--- src/rtl/d_phy_pkg.sv ---
// Shared constants for the D-PHY lane: FSM state codes, sync byte, LP line codes.
package d_phy_pkg;

  typedef logic [2:0] state_t;

  localparam state_t ST_IDLE    = 3'd0;
  localparam state_t ST_LP01    = 3'd1;
  localparam state_t ST_LP00    = 3'd2;
  localparam state_t ST_HS_ZERO = 3'd3;
  localparam state_t ST_SYNC    = 3'd4;
  localparam state_t ST_DATA    = 3'd5;
  localparam state_t ST_TRAIL   = 3'd6;
  localparam state_t ST_POST    = 3'd7;

  localparam logic [7:0] SYNC_BYTE = 8'hB8;

  // LP line codes packed as {lp_p, lp_n}
  typedef logic [1:0] lp_code_t;
  localparam lp_code_t LP11 = 2'b11;
  localparam lp_code_t LP01 = 2'b01;
  localparam lp_code_t LP00 = 2'b00;

  function automatic logic is_hs_state(input state_t s);
    return (s == ST_HS_ZERO) || (s == ST_SYNC) || (s == ST_DATA) || (s == ST_TRAIL);
  endfunction

  function automatic logic is_clk_state(input state_t s);
    return is_hs_state(s) || (s == ST_POST);
  endfunction

endpackage

--- src/rtl/d_phy_serializer.sv ---
// 8-bit LSB-first shift register with bit index and 8th-bit strobe.
module d_phy_serializer (
  input  logic       clock,
  input  logic       reset_n,
  input  logic       load,
  input  logic       shift,
  input  logic [7:0] load_data,
  output logic       bit_now,
  output logic       bit_next,
  output logic       last_bit,
  output logic       last_next
);

  logic [7:0] sh_q, sh_d;
  logic [2:0] idx_q, idx_d;

  always_comb begin
    sh_d  = sh_q;
    idx_d = idx_q;
    if (load) begin
      sh_d  = load_data;
      idx_d = '0;
    end else if (shift) begin
      sh_d  = {1'b0, sh_q[7:1]};
      idx_d = idx_q + 3'd1;
    end
  end

  always_ff @(posedge clock or negedge reset_n) begin
    if (!reset_n) begin
      sh_q  <= '0;
      idx_q <= '0;
    end else begin
      sh_q  <= sh_d;
      idx_q <= idx_d;
    end
  end

  // next-cycle views let the top register its outputs without a bit of lag
  assign bit_now   = sh_q[0];
  assign bit_next  = sh_d[0];
  assign last_bit  = (idx_q == 3'd7);
  assign last_next = (idx_d == 3'd7);

endmodule

--- src/rtl/d_phy_transmitter.sv ---
// Single-lane D-PHY HS transmitter: LP entry, HS-zero, sync, LSB-first data, trail, clock post.
module d_phy_transmitter
  import d_phy_pkg::*;
#(
  parameter int T_LPX        = 4,
  parameter int T_HS_PREPARE = 2,
  parameter int T_HS_ZERO    = 2,
  parameter int T_HS_TRAIL   = 8,
  parameter int T_CLK_POST   = 8
) (
  input  logic       clock,
  input  logic       reset_n,
  input  logic [7:0] data,
  input  logic       valid,
  output logic       ready,
  output logic       hs_enable,
  output logic       hs_bit,
  output logic       lp_p,
  output logic       lp_n,
  output logic       clock_lane,
  output logic       busy
);

  localparam int LP00_LEN = T_LPX + T_HS_PREPARE;
  localparam int ZERO_LEN = 8 * T_HS_ZERO;
  localparam int MAX_A    = (LP00_LEN > ZERO_LEN) ? LP00_LEN : ZERO_LEN;
  localparam int MAX_B    = (T_HS_TRAIL > T_CLK_POST) ? T_HS_TRAIL : T_CLK_POST;
  localparam int CNT_MAX  = (MAX_A > MAX_B) ? MAX_A : MAX_B;
  localparam int CNT_W    = $clog2(CNT_MAX + 1);
  localparam int DWELL_W  = $clog2(T_LPX + 1);

  localparam logic [CNT_W-1:0]   LP01_LAST  = CNT_W'(T_LPX - 1);
  localparam logic [CNT_W-1:0]   LP00_LAST  = CNT_W'(LP00_LEN - 1);
  localparam logic [CNT_W-1:0]   ZERO_LAST  = CNT_W'(ZERO_LEN - 1);
  localparam logic [CNT_W-1:0]   TRAIL_LAST = CNT_W'(T_HS_TRAIL - 1);
  localparam logic [CNT_W-1:0]   POST_LAST  = CNT_W'((T_CLK_POST > 0) ? T_CLK_POST - 1 : 0);
  localparam logic [DWELL_W-1:0] DWELL_SAT  = DWELL_W'(T_LPX);

  state_t               state_q, state_d;
  logic [CNT_W-1:0]     cnt_q, cnt_d;
  logic [DWELL_W-1:0]   dwell_q, dwell_d;
  logic                 hs_enable_q, hs_enable_d;
  logic                 hs_bit_q, hs_bit_d;
  lp_code_t             lp_q, lp_d;
  logic                 clock_lane_q, clock_lane_d;
  logic                 ready_q, ready_d;
  logic                 busy_q, busy_d;

  logic       ser_load, ser_shift;
  logic [7:0] ser_data;
  logic       ser_bit_now, ser_bit_next, ser_last_bit, ser_last_next;

  d_phy_serializer u_ser (
    .clock     (clock),
    .reset_n   (reset_n),
    .load      (ser_load),
    .shift     (ser_shift),
    .load_data (ser_data),
    .bit_now   (ser_bit_now),
    .bit_next  (ser_bit_next),
    .last_bit  (ser_last_bit),
    .last_next (ser_last_next)
  );

  always_comb begin
    state_d   = state_q;
    cnt_d     = cnt_q + CNT_W'(1);
    dwell_d   = dwell_q;
    ser_load  = 1'b0;
    ser_shift = 1'b0;
    ser_data  = data;
    case (state_q)
      ST_IDLE: begin
        cnt_d = '0;
        if (dwell_q != DWELL_SAT) dwell_d = dwell_q + DWELL_W'(1);
        if (valid && (dwell_q == DWELL_SAT)) state_d = ST_LP01;
      end
      ST_LP01: if (cnt_q == LP01_LAST) begin
        state_d = ST_LP00;
        cnt_d   = '0;
      end
      ST_LP00: if (cnt_q == LP00_LAST) begin
        state_d = ST_HS_ZERO;
        cnt_d   = '0;
      end
      ST_HS_ZERO: if (cnt_q == ZERO_LAST) begin
        state_d  = ST_SYNC;
        cnt_d    = '0;
        ser_load = 1'b1;
        ser_data = SYNC_BYTE;
      end
      ST_SYNC: begin
        cnt_d     = '0;
        ser_shift = 1'b1;
        if (ser_last_bit) begin
          state_d  = ST_DATA;
          ser_load = 1'b1;
        end
      end
      ST_DATA: begin
        cnt_d     = '0;
        ser_shift = 1'b1;
        if (ser_last_bit) begin
          if (valid) ser_load = 1'b1;
          else       state_d  = ST_TRAIL;
        end
      end
      ST_TRAIL: if (cnt_q == TRAIL_LAST) begin
        cnt_d = '0;
        if (T_CLK_POST == 0) begin
          state_d = ST_IDLE;
          dwell_d = '0;
        end else begin
          state_d = ST_POST;
        end
      end
      ST_POST: if (cnt_q == POST_LAST) begin
        state_d = ST_IDLE;
        cnt_d   = '0;
        dwell_d = '0;
      end
      default: state_d = ST_IDLE;
    endcase
  end

  // Outputs decode the next state so each registered value lines up with state_q.
  always_comb begin
    hs_enable_d  = is_hs_state(state_d);
    busy_d       = (state_d != ST_IDLE);
    clock_lane_d = is_clk_state(state_d) ? ~clock_lane_q : 1'b0;
    ready_d      = ((state_d == ST_SYNC) || (state_d == ST_DATA)) && ser_last_next;
    case (state_d)
      ST_IDLE, ST_POST: lp_d = LP11;
      ST_LP01:          lp_d = LP01;
      default:          lp_d = LP00;
    endcase
    hs_bit_d = 1'b0;
    if ((state_d == ST_SYNC) || (state_d == ST_DATA)) begin
      hs_bit_d = ser_bit_next;
    end else if (state_d == ST_TRAIL) begin
      hs_bit_d = (state_q == ST_TRAIL) ? hs_bit_q : ~ser_bit_now;
    end
  end

  always_ff @(posedge clock or negedge reset_n) begin
    if (!reset_n) begin
      state_q      <= ST_IDLE;
      cnt_q        <= '0;
      dwell_q      <= DWELL_SAT;
      hs_enable_q  <= 1'b0;
      hs_bit_q     <= 1'b0;
      lp_q         <= LP11;
      clock_lane_q <= 1'b0;
      ready_q      <= 1'b0;
      busy_q       <= 1'b0;
    end else begin
      state_q      <= state_d;
      cnt_q        <= cnt_d;
      dwell_q      <= dwell_d;
      hs_enable_q  <= hs_enable_d;
      hs_bit_q     <= hs_bit_d;
      lp_q         <= lp_d;
      clock_lane_q <= clock_lane_d;
      ready_q      <= ready_d;
      busy_q       <= busy_d;
    end
  end

  assign ready      = ready_q;
  assign hs_enable  = hs_enable_q;
  assign hs_bit     = hs_bit_q;
  assign lp_p       = lp_q[1];
  assign lp_n       = lp_q[0];
  assign clock_lane = clock_lane_q;
  assign busy       = busy_q;

endmodule
--- config.mk ---
export PLATFORM = sky130hd
export DESIGN_NAME = d_phy_transmitter
export DESIGN_NICKNAME = d
export VERILOG_FILES = /design/src/rtl/d_phy_pkg.sv /design/src/rtl/d_phy_serializer.sv /design/src/rtl/d_phy_transmitter.sv
export SDC_FILE = /design/constraint.sdc
export NUM_CORES = 1
export LEC_CHECK = 0
export ABC_AREA = 1
export CAP_MARGIN = 20
export CORE_MARGIN = 2
export CORE_UTILIZATION = 50
export CTS_CLUSTER_DIAMETER = 50
export DETAILED_ROUTE_END_ITERATION = 7
export PLACE_DENSITY = 0.72
export SLEW_MARGIN = 30
export SYNTH_ARGS = -nofsm -noshare
export SYNTH_HDL_FRONTEND = slang
export SYNTH_SLANG_ARGS = --single-unit
--- constraint.sdc ---
create_clock -name clock -period 2.2 [get_ports clock]
set_input_delay 0.44 -clock clock [delete_from_list [all_inputs] [get_ports clock]]
set_output_delay 0.44 -clock clock [all_outputs]
set_load 0.05 [all_outputs]
==> results of run 1 <==
[cells in the mapped netlist, drive strengths merged]
cell type | number | area share (%)
nand2 | 45 | 10
inv | 33 | 7.3
nor2 | 30 | 8.7
dfrtp | 26 | 38
nand3 | 21 | 7.1
o21ai | 14 | 4.3
ha | 9 | 6.6
nand4 | 6 | 3.1
a21oi | 5 | 1.5
nor3 | 5 | 1.8
dfstp | 3 | 4.6
mux2i | 2 | 1.2
xnor2 | 2 | 1.0
a21o | 1 | 0.44
a22oi | 1 | 0.44
a31oi | 1 | 0.73
buf | 1 | 0.66
nor4 | 1 | 0.37
o211ai | 1 | 0.44
o22ai | 1 | 0.37
or2 | 1 | 0.37
xor2 | 1 | 0.51
[state kept, by name, summed over array words and instances (netlist names)]
| signal | flops |
|---|---|
| u_ser.sh_q | 8 |
| dwell_q | 3 |
| clock_lane | 1 |
| hs_enable | 1 |
| lp_q | 2 |
| hs_bit | 1 |
| cnt_q | 5 |
| u_ser.idx_q | 3 |
| busy | 1 |
| ready | 1 |
| state_q | 3 |
[per-layer routing]
layer	wire (microns)	GRT usage [%]	vias up	part of all wire, %
li1	-	-	725	-
met1	1595	25.97	632	50
met2	1415	28.53	11	45
met3	97	5.797	6	3.1
met4	57	7.500	0	1.8
met5	0	0	-	0
[worst paths after layout]
path                             from    endpoint  cells past startpoint
setup / recovery              lp_q[0]        lp_n                      1
hold / removal             clock_lane  clock_lane                      1
setup reg to reg             cnt_q[0]   hs_enable                     13
hold reg to reg            clock_lane  clock_lane                      1
max in group asynchronous     reset_n  dwell_q[2]                      2
min in group asynchronous     reset_n  dwell_q[0]                      2
[through the flow]
step	util, %	cells
3_5_place_dp	58.20	273
6_report	61.00	281
5_1_grt	61.00	281
4_1_cts	60.77	281
3_3_place_gp	58.20	273
2_1_floorplan	-	210
[power by group through the flow]
stage,clock (mW),sequential [mW],combinational [mW]
6_report,0.454,0.901,1.27
5_1_grt,0.496,0.933,1.46
4_1_cts,0.468,0.903,1.28
3_5_place_dp,0,0.911,1.28
3_3_place_gp,0,0.911,1.25
2_1_floorplan,0,1.01,0.884
[area by class of cell]
class                   instances  area [sq um]
repair buffers                 18         177.7
well taps                      46         57.56
fillers                       326          1291
inverters                      33         123.9
clock buffers                   7         55.05
clock inverters                 1         30.03
multi-input cells             147         845.8
flip-flops and latches         29         729.5
[what timing repair did]
item	4_1_cts	5_1_grt
setup endpoints to repair	0	2
resized for setup	0	3
endpoints found under the hold margin	0	0
[kinds of logic (layout without fill, tap and decap cells)]
logic type,count (synthesis),count (layout),share of synthesized area [%]
AND/OR/NAND/NOR,109,109,31.67
buffers and inverters,34,59,7.935
adder cells (fa/ha/maj),9,9,6.613
XOR/XNOR,3,3,1.543
multiplexers,2,2,1.176
flip-flops,29,29,42.84
AO/OA/AOI/OAI,24,24,8.230
==> results by group, run 1 <==
Outcome
  – Status: completed

Layout
  – Antenna Cells: 0
  – Layout cells sized above 1: 15.32%
  – Commonest non-fill, non-tap cells in the layout: 42 x nand2_1, 30 x inv_1, 26 x dfrtp_1
  – Fin nets: 254
  – Final Instance Area: between 0.002 and 0.0025 sq mm
  – Commonest non-fill, non-tap cell in the layout: nand2_1
  – Area Overhead vs Synth: 18.59%

Pwr
  – Sequential power share: 34.3%
  – Clock Power Share: 17.3%
  – P_int: between 1 and 1.5 mW
  – Leakage: just over 1 nW
  – Pwr dens: roughly 1300 mW/mm^2
  – Logic gate share of total power: 48.4%
  – Switching Fraction: 43.38%
  – Psw: 1.139 mW
  – Max VDD drop: 0.0009703 V
  – Tot Pwr: 2.625 mW

Routing
  – WL/cell: 11.26 microns
  – Vias/cell: 4.890
  – Drt first pass iters: 5
  – Drt initial violations: 76
  – Final ANT Viol Nets: 0
  – Via Count: around 1400
  – Final WL: between 3000 and 4000 microns
  – Drc violations: 0

STA
  – Worst-Margin Slew: 0.5007 ns
  – Hold WS: 0.4590 ns
  – RSZ-0062 raised after global routing: false
  – Min Tclk post-route: 2.082 ns
  – Fin crit share: 94.65%
  – PnR worst setup slack: ~0.12 ns
  – # setup viols final: 0
  – Hold Vio Cnt, Final: 0
  – Slew Limit Fails: 0
  – Clock skew: 0.007003 ns
  – Max frequency: 0.4802 GHz
  – Setup tns final: 0 ns
  – Max-Slew Margin vs Limit: between 60% and 70%

Clock tree
  – Clock buffer depth: 2
  – CTS buffer count: 5
  – CTS H-tree depth: 2
  – Later-pin clock latency in the skew report: 0.33 ns
  – Sink Count: 29
  – Clock root cell: clkbuf_4
  – Postcts setup bufs: 0
  – CTS clock-pin slew for the worst setup and hold paths: 0.09 ns
  – CTS tree: done
  – Hold Buf Count CTS: 0

Critical path
  – Crit-path cells: clkdlybuf4s50_1
  – CP peak stage delay: approximately 0.80 ns
  – CP Capture Type: primary output
  – Setup CP Type: reg2out
  – Slowest cell on crit path: clkdlybuf4s50_1
  – Flop2flop setup slack: 0.27 ns
  – Startpoint Class: flip-flop
  – Crit path buf inv count: 1
  – Dominant delay contributor by cell family on the critical path: buffers and inverters
  – WP data arrival: about 1.6 ns
  – Crit-path max FO: 1
  – WP data required: ~1.8 ns

Hold path
  – HP Class: reg2reg

Place
  – Placed Instance Area: 0.001927 sq mm
  – Final HPWL DP: 2432 microns
  – PortBufs: 17
  – Pre-CTS setup slack: roughly 0.19 ns
  – Routability congestion estimate from global placement: 0.9029

GRT
  – Grt total ovfl: 0
  – Vias in the first global route: 1333
  – Initial antenna violation count: 0
  – First-pass GRT wire length: 5885 microns
  – Largest net degree at the start of global routing: 30
  – Gr usage total: 19.06%

Synthesis
  – Sequential fraction of the synthesis area: 42.84%
  – Synth unique cells: 30
  – Net Count, Synth: 230
  – Synthesized area: 0.001703 sq mm
  – Cell count after synthesis: 210
  – Register bit total from synthesis: 29
  – Mean Syn Cell Area: between 8 and 9 sq um
  – YS warnings: 0

Die
  – Core Rows: 21
  – Ports: 18
  – Initial Util: between 50 and 60%
  – Core box area: 0.003311 sq mm
  – Die Y: 62.36 microns
  – Die footprint: between 0.003 and 0.004 sq mm
  – Die X: 62.36 microns

Run
  – Max cap viols: 0
Note: power is estimated with default switching activity, not from simulation.
==> run 2: changes to the inputs <==
--- a/config.mk
+++ b/config.mk
@@ -11,7 +11,9 @@
 export CORE_UTILIZATION = 50
 export CTS_CLUSTER_DIAMETER = 50
 export DETAILED_ROUTE_END_ITERATION = 7
+export GPL_ROUTABILITY_DRIVEN = 1
 export PLACE_DENSITY = 0.72
+export RECOVER_POWER = 25
 export SLEW_MARGIN = 30
 export SYNTH_ARGS = -nofsm -noshare
 export SYNTH_HDL_FRONTEND = slang
==> run 2 against run 1 <==
Net effect: design area is 0.12% lower; global-route usage stayed put; total power hardly changed; clock skew stayed put; largest power group unchanged; hold slack hardly changed; sequential cell count stayed put; utilization is 0.076 points lower.
==> results by group, run 2 (synthesized netlist as in run 1, its figures left out) <==
Critical path
  – Slowest cell on crit path: clkdlybuf4s50_1
  – CP peak stage delay: 0.80 ns (about the same)
  – Crit-path max FO: 1 (unchanged)
  – Dominant delay contributor by cell family on the critical path: buffers and inverters
  – Setup CP Type: reg2out
  – WP data required: 1.76 ns (about the same)
  – Crit path buf inv count: 1 (unchanged)
  – Crit-path cells: clkdlybuf4s50_1
  – WP data arrival: 1.64 ns (about the same)
  – Startpoint Class: flip-flop
  – CP Capture Type: primary output

Clock tree
  – CTS H-tree depth: 2 (unchanged)
  – Later-pin clock latency in the skew report: 0.33 ns (about the same)
  – Clock root cell: clkbuf_4
  – CTS clock-pin slew for the worst setup and hold paths: 0.09 ns (about the same)
  – Postcts setup bufs: 0 (unchanged)
  – CTS tree: done
  – CTS buffer count: 5 (unchanged)
  – Sink Count: 29 (unchanged)
  – Clock buffer depth: 2 (unchanged)

GRT
  – Met3 global-route usage: 5.797% (unchanged)
  – Grt met2 use: 28.53% (unchanged)
  – Grt total ovfl: 0 (unchanged)
  – Initial antenna violation count: 0 (unchanged)
  – Gr usage total: 19.06% (unchanged)
  – Met1 Usage GRT: 25.97% (unchanged)
  – Gr busiest metal: met2
  – Largest net degree at the start of global routing: 30 (unchanged)
  – Vias in the first global route: 1333 (unchanged)
  – First-pass GRT wire length: 5885 microns (unchanged)

Layout
  – Fin nets: 254 (unchanged)
  – Register name with the most flops: u_ser.sh_q
  – Area of the multi-input gates: 845.8 sq um (unchanged)
  – FF/Latch Area: 729.5 sq um (unchanged)
  – Commonest non-fill, non-tap cells in the layout: 42 x nand2_1, 30 x inv_1, 26 x dfrtp_1
  – Layout cells sized above 1: 15.32% (unchanged)
  – Fill count: 327 (+0.31%)
  – Max reg flops: 8 (unchanged)
  – Antenna Cells: 0 (unchanged)
  – Commonest non-fill, non-tap cell in the layout: nand2_1
  – Area Overhead vs Synth: 18.44%
  – Layout Cells excl Fill: 281 (unchanged)
  – Largest regs: u_ser.sh_q (8), cnt_q (5)

Pwr
  – Sequential power share: 34.3% (about the same)
  – P_int: 1.486 mW (about the same)
  – Max VDD drop: 0.0009696 V (about the same)
  – Psw: 1.139 mW (about the same)
  – Pwr dens: 1301 mW/mm^2 (about the same)
  – Logic gate share of total power: 48.4% (about the same)
  – Leakage: 1.012 nW (about the same)
  – Clock Power Share: 17.3% (about the same)
  – Switching Fraction: 43.39% (about the same)

Routing
  – Drt first pass iters: 5 (unchanged)
  – Final WL: 3164 microns (about the same)
  – Final ANT Viol Nets: 0 (unchanged)
  – Drt initial violations: 76 (unchanged)
  – Drc violations: 0 (unchanged)
  – Via Count: 1374 (unchanged)
  – Vias/cell: 4.890 (unchanged)
  – WL/cell: 11.26 microns (about the same)

Place
  – Final HPWL DP: 2432 microns (unchanged)
  – PortBufs: 17 (unchanged)
  – Dpl cells: 273 (unchanged)
  – Routability congestion estimate from global placement: 0.9029 (unchanged)

Die
  – Die X: 62.36 microns (unchanged)
  – Initial Util: 51.44% (unchanged)
  – Die Y: 62.36 microns (unchanged)
  – Core box area: 0.003311 sq mm (unchanged)
  – Core Rows: 21 (unchanged)
  – Ports: 18 (unchanged)
  – Die footprint: 0.003889 sq mm (unchanged)

STA
  – # setup viols final: 0 (unchanged)
  – Worst-Margin Slew: 0.7152 ns (+0.2145 ns)
  – RSZ-0062 raised after global routing: false
  – Clock skew: 0.007003 ns (unchanged)
  – Min Tclk post-route: 2.082 ns (-0.0002770 ns)
  – Slew Limit Fails: 0 (unchanged)
  – Max-Slew Margin vs Limit: 52.32% (-14 points)
  – Setup tns final: 0 ns (unchanged)
  – Hold Vio Cnt, Final: 0 (unchanged)
  – Fin crit share: 94.64% (about the same)
  – Max frequency: 0.4803 GHz (about the same)

Run
  – Max cap viols: 0 (unchanged)

Hold path
  – HP Class: reg2reg

Outcome
  – Status: completed
[run 2: changes by cell type in the layout (fill, tap and decap cells not counted), sizes merged]
cell           previous run  this run
dlygate4sd3               0         1
clkdlybuf4s50            17        16
buf                       1         0
clkbuf                    7         8
[run 2: power by group through the flow]
stage / sequential (mW) / clock [mW] / combinational [mW]
after CTS: 0.903 / 0.468 / 1.28
final: 0.901 / 0.454 / 1.27
after global placement: 0.911 / 0 / 1.25
after global routing: 0.933 / 0.496 / 1.46
after detailed placement: 0.911 / 0 / 1.28
after floorplan: 1.01 / 0 / 0.884
[run 2: repair_timing]
action	CTS	global route
endpoints found under the hold margin	0	0
setup endpoints to repair	0	2
hold buffers	0	0
resized for setup	0	3
[run 2: path summary, 6_finish.rpt]
| path | start | cells past startpoint | slack [ns] | to |
|---|---|---|---|---|
| max reg2reg | cnt_q[0] | 13 | 0.26 | hs_enable |
| min | clock_lane | 1 | 0.46 | clock_lane |
| max | lp_q[0] | 1 | 0.12 | lp_n |
| min in group asynchronous | reset_n | 2 | 0.69 | dwell_q[0] |
| min reg2reg | clock_lane | 1 | 0.46 | clock_lane |
| max in group asynchronous | reset_n | 2 | 1.06 | cnt_q[3] |
[run 2: area by class of cell]
| class | count | share of cell area (%) |
|---|---|---|
| inverters | 33 | 6.141 |
| clock inverters | 1 | 1.489 |
| flip-flops and latches | 29 | 36.17 |
| well taps | 46 | 2.854 |
| multi-input cells | 147 | 41.94 |
| clock buffers | 7 | 2.730 |
| repair buffers | 18 | 8.685 |
[run 2: metal layers]
| layer | share of wire, % | vias up |
|---|---|---|
| li1 | - | 725 |
| met1 | 50 | 632 |
| met2 | 45 | 11 |
| met3 | 3.1 | 6 |
| met4 | 1.8 | 0 |
| met5 | 0 | - |
[run 2: worst register-to-register path, cell delays in order, from the launching register on]
cell	delay (ns)
dfrtp_1	0.40
ha_1	0.21
nand2_1	0.09
nor2_2	0.12
ha_2	0.20
inv_1	0.04
nand2_1	0.09
inv_1	0.07
nor2_1	0.10
nand2_1	0.07
nor2_2	0.14
nand2_1	0.10
nor2_2	0.12
nor2_1	0.06
[run 2: stage by stage]
| stage | hold slack [ns] | cell area, sq um | setup slack (ns) | total power [mW] | util, % |
|---|---|---|---|---|---|
| 6_report | 0.4589 | 2017 | 0.1179 | 2.624 | 60.92 |
| 5_1_grt | 0.4798 | 2017 | 0.03279 | 2.891 | 60.92 |
| 4_1_cts | 0.4651 | 2012 | 0.09620 | 2.647 | 60.77 |
| 3_5_place_dp | 0.4385 | 1927 | 0.1858 | 2.188 | 58.20 |
| 3_3_place_gp | 0.4480 | 1927 | 0.2991 | 2.166 | 58.20 |
| 2_1_floorplan | 0.1444 | 1703 | 0.4321 | 1.894 | - |
==> run 3: changes to the inputs <==
--- a/config.mk
+++ b/config.mk
@@ -6,6 +6,7 @@
 export NUM_CORES = 1
 export LEC_CHECK = 0
 export ABC_AREA = 1
+export ABC_CLOCK_PERIOD_IN_PS = 2200
 export CAP_MARGIN = 20
 export CORE_MARGIN = 2
 export CORE_UTILIZATION = 50
==> results of run 3 <==
Same layout as run 2: the final DEF is identical, and so are final timing and power.
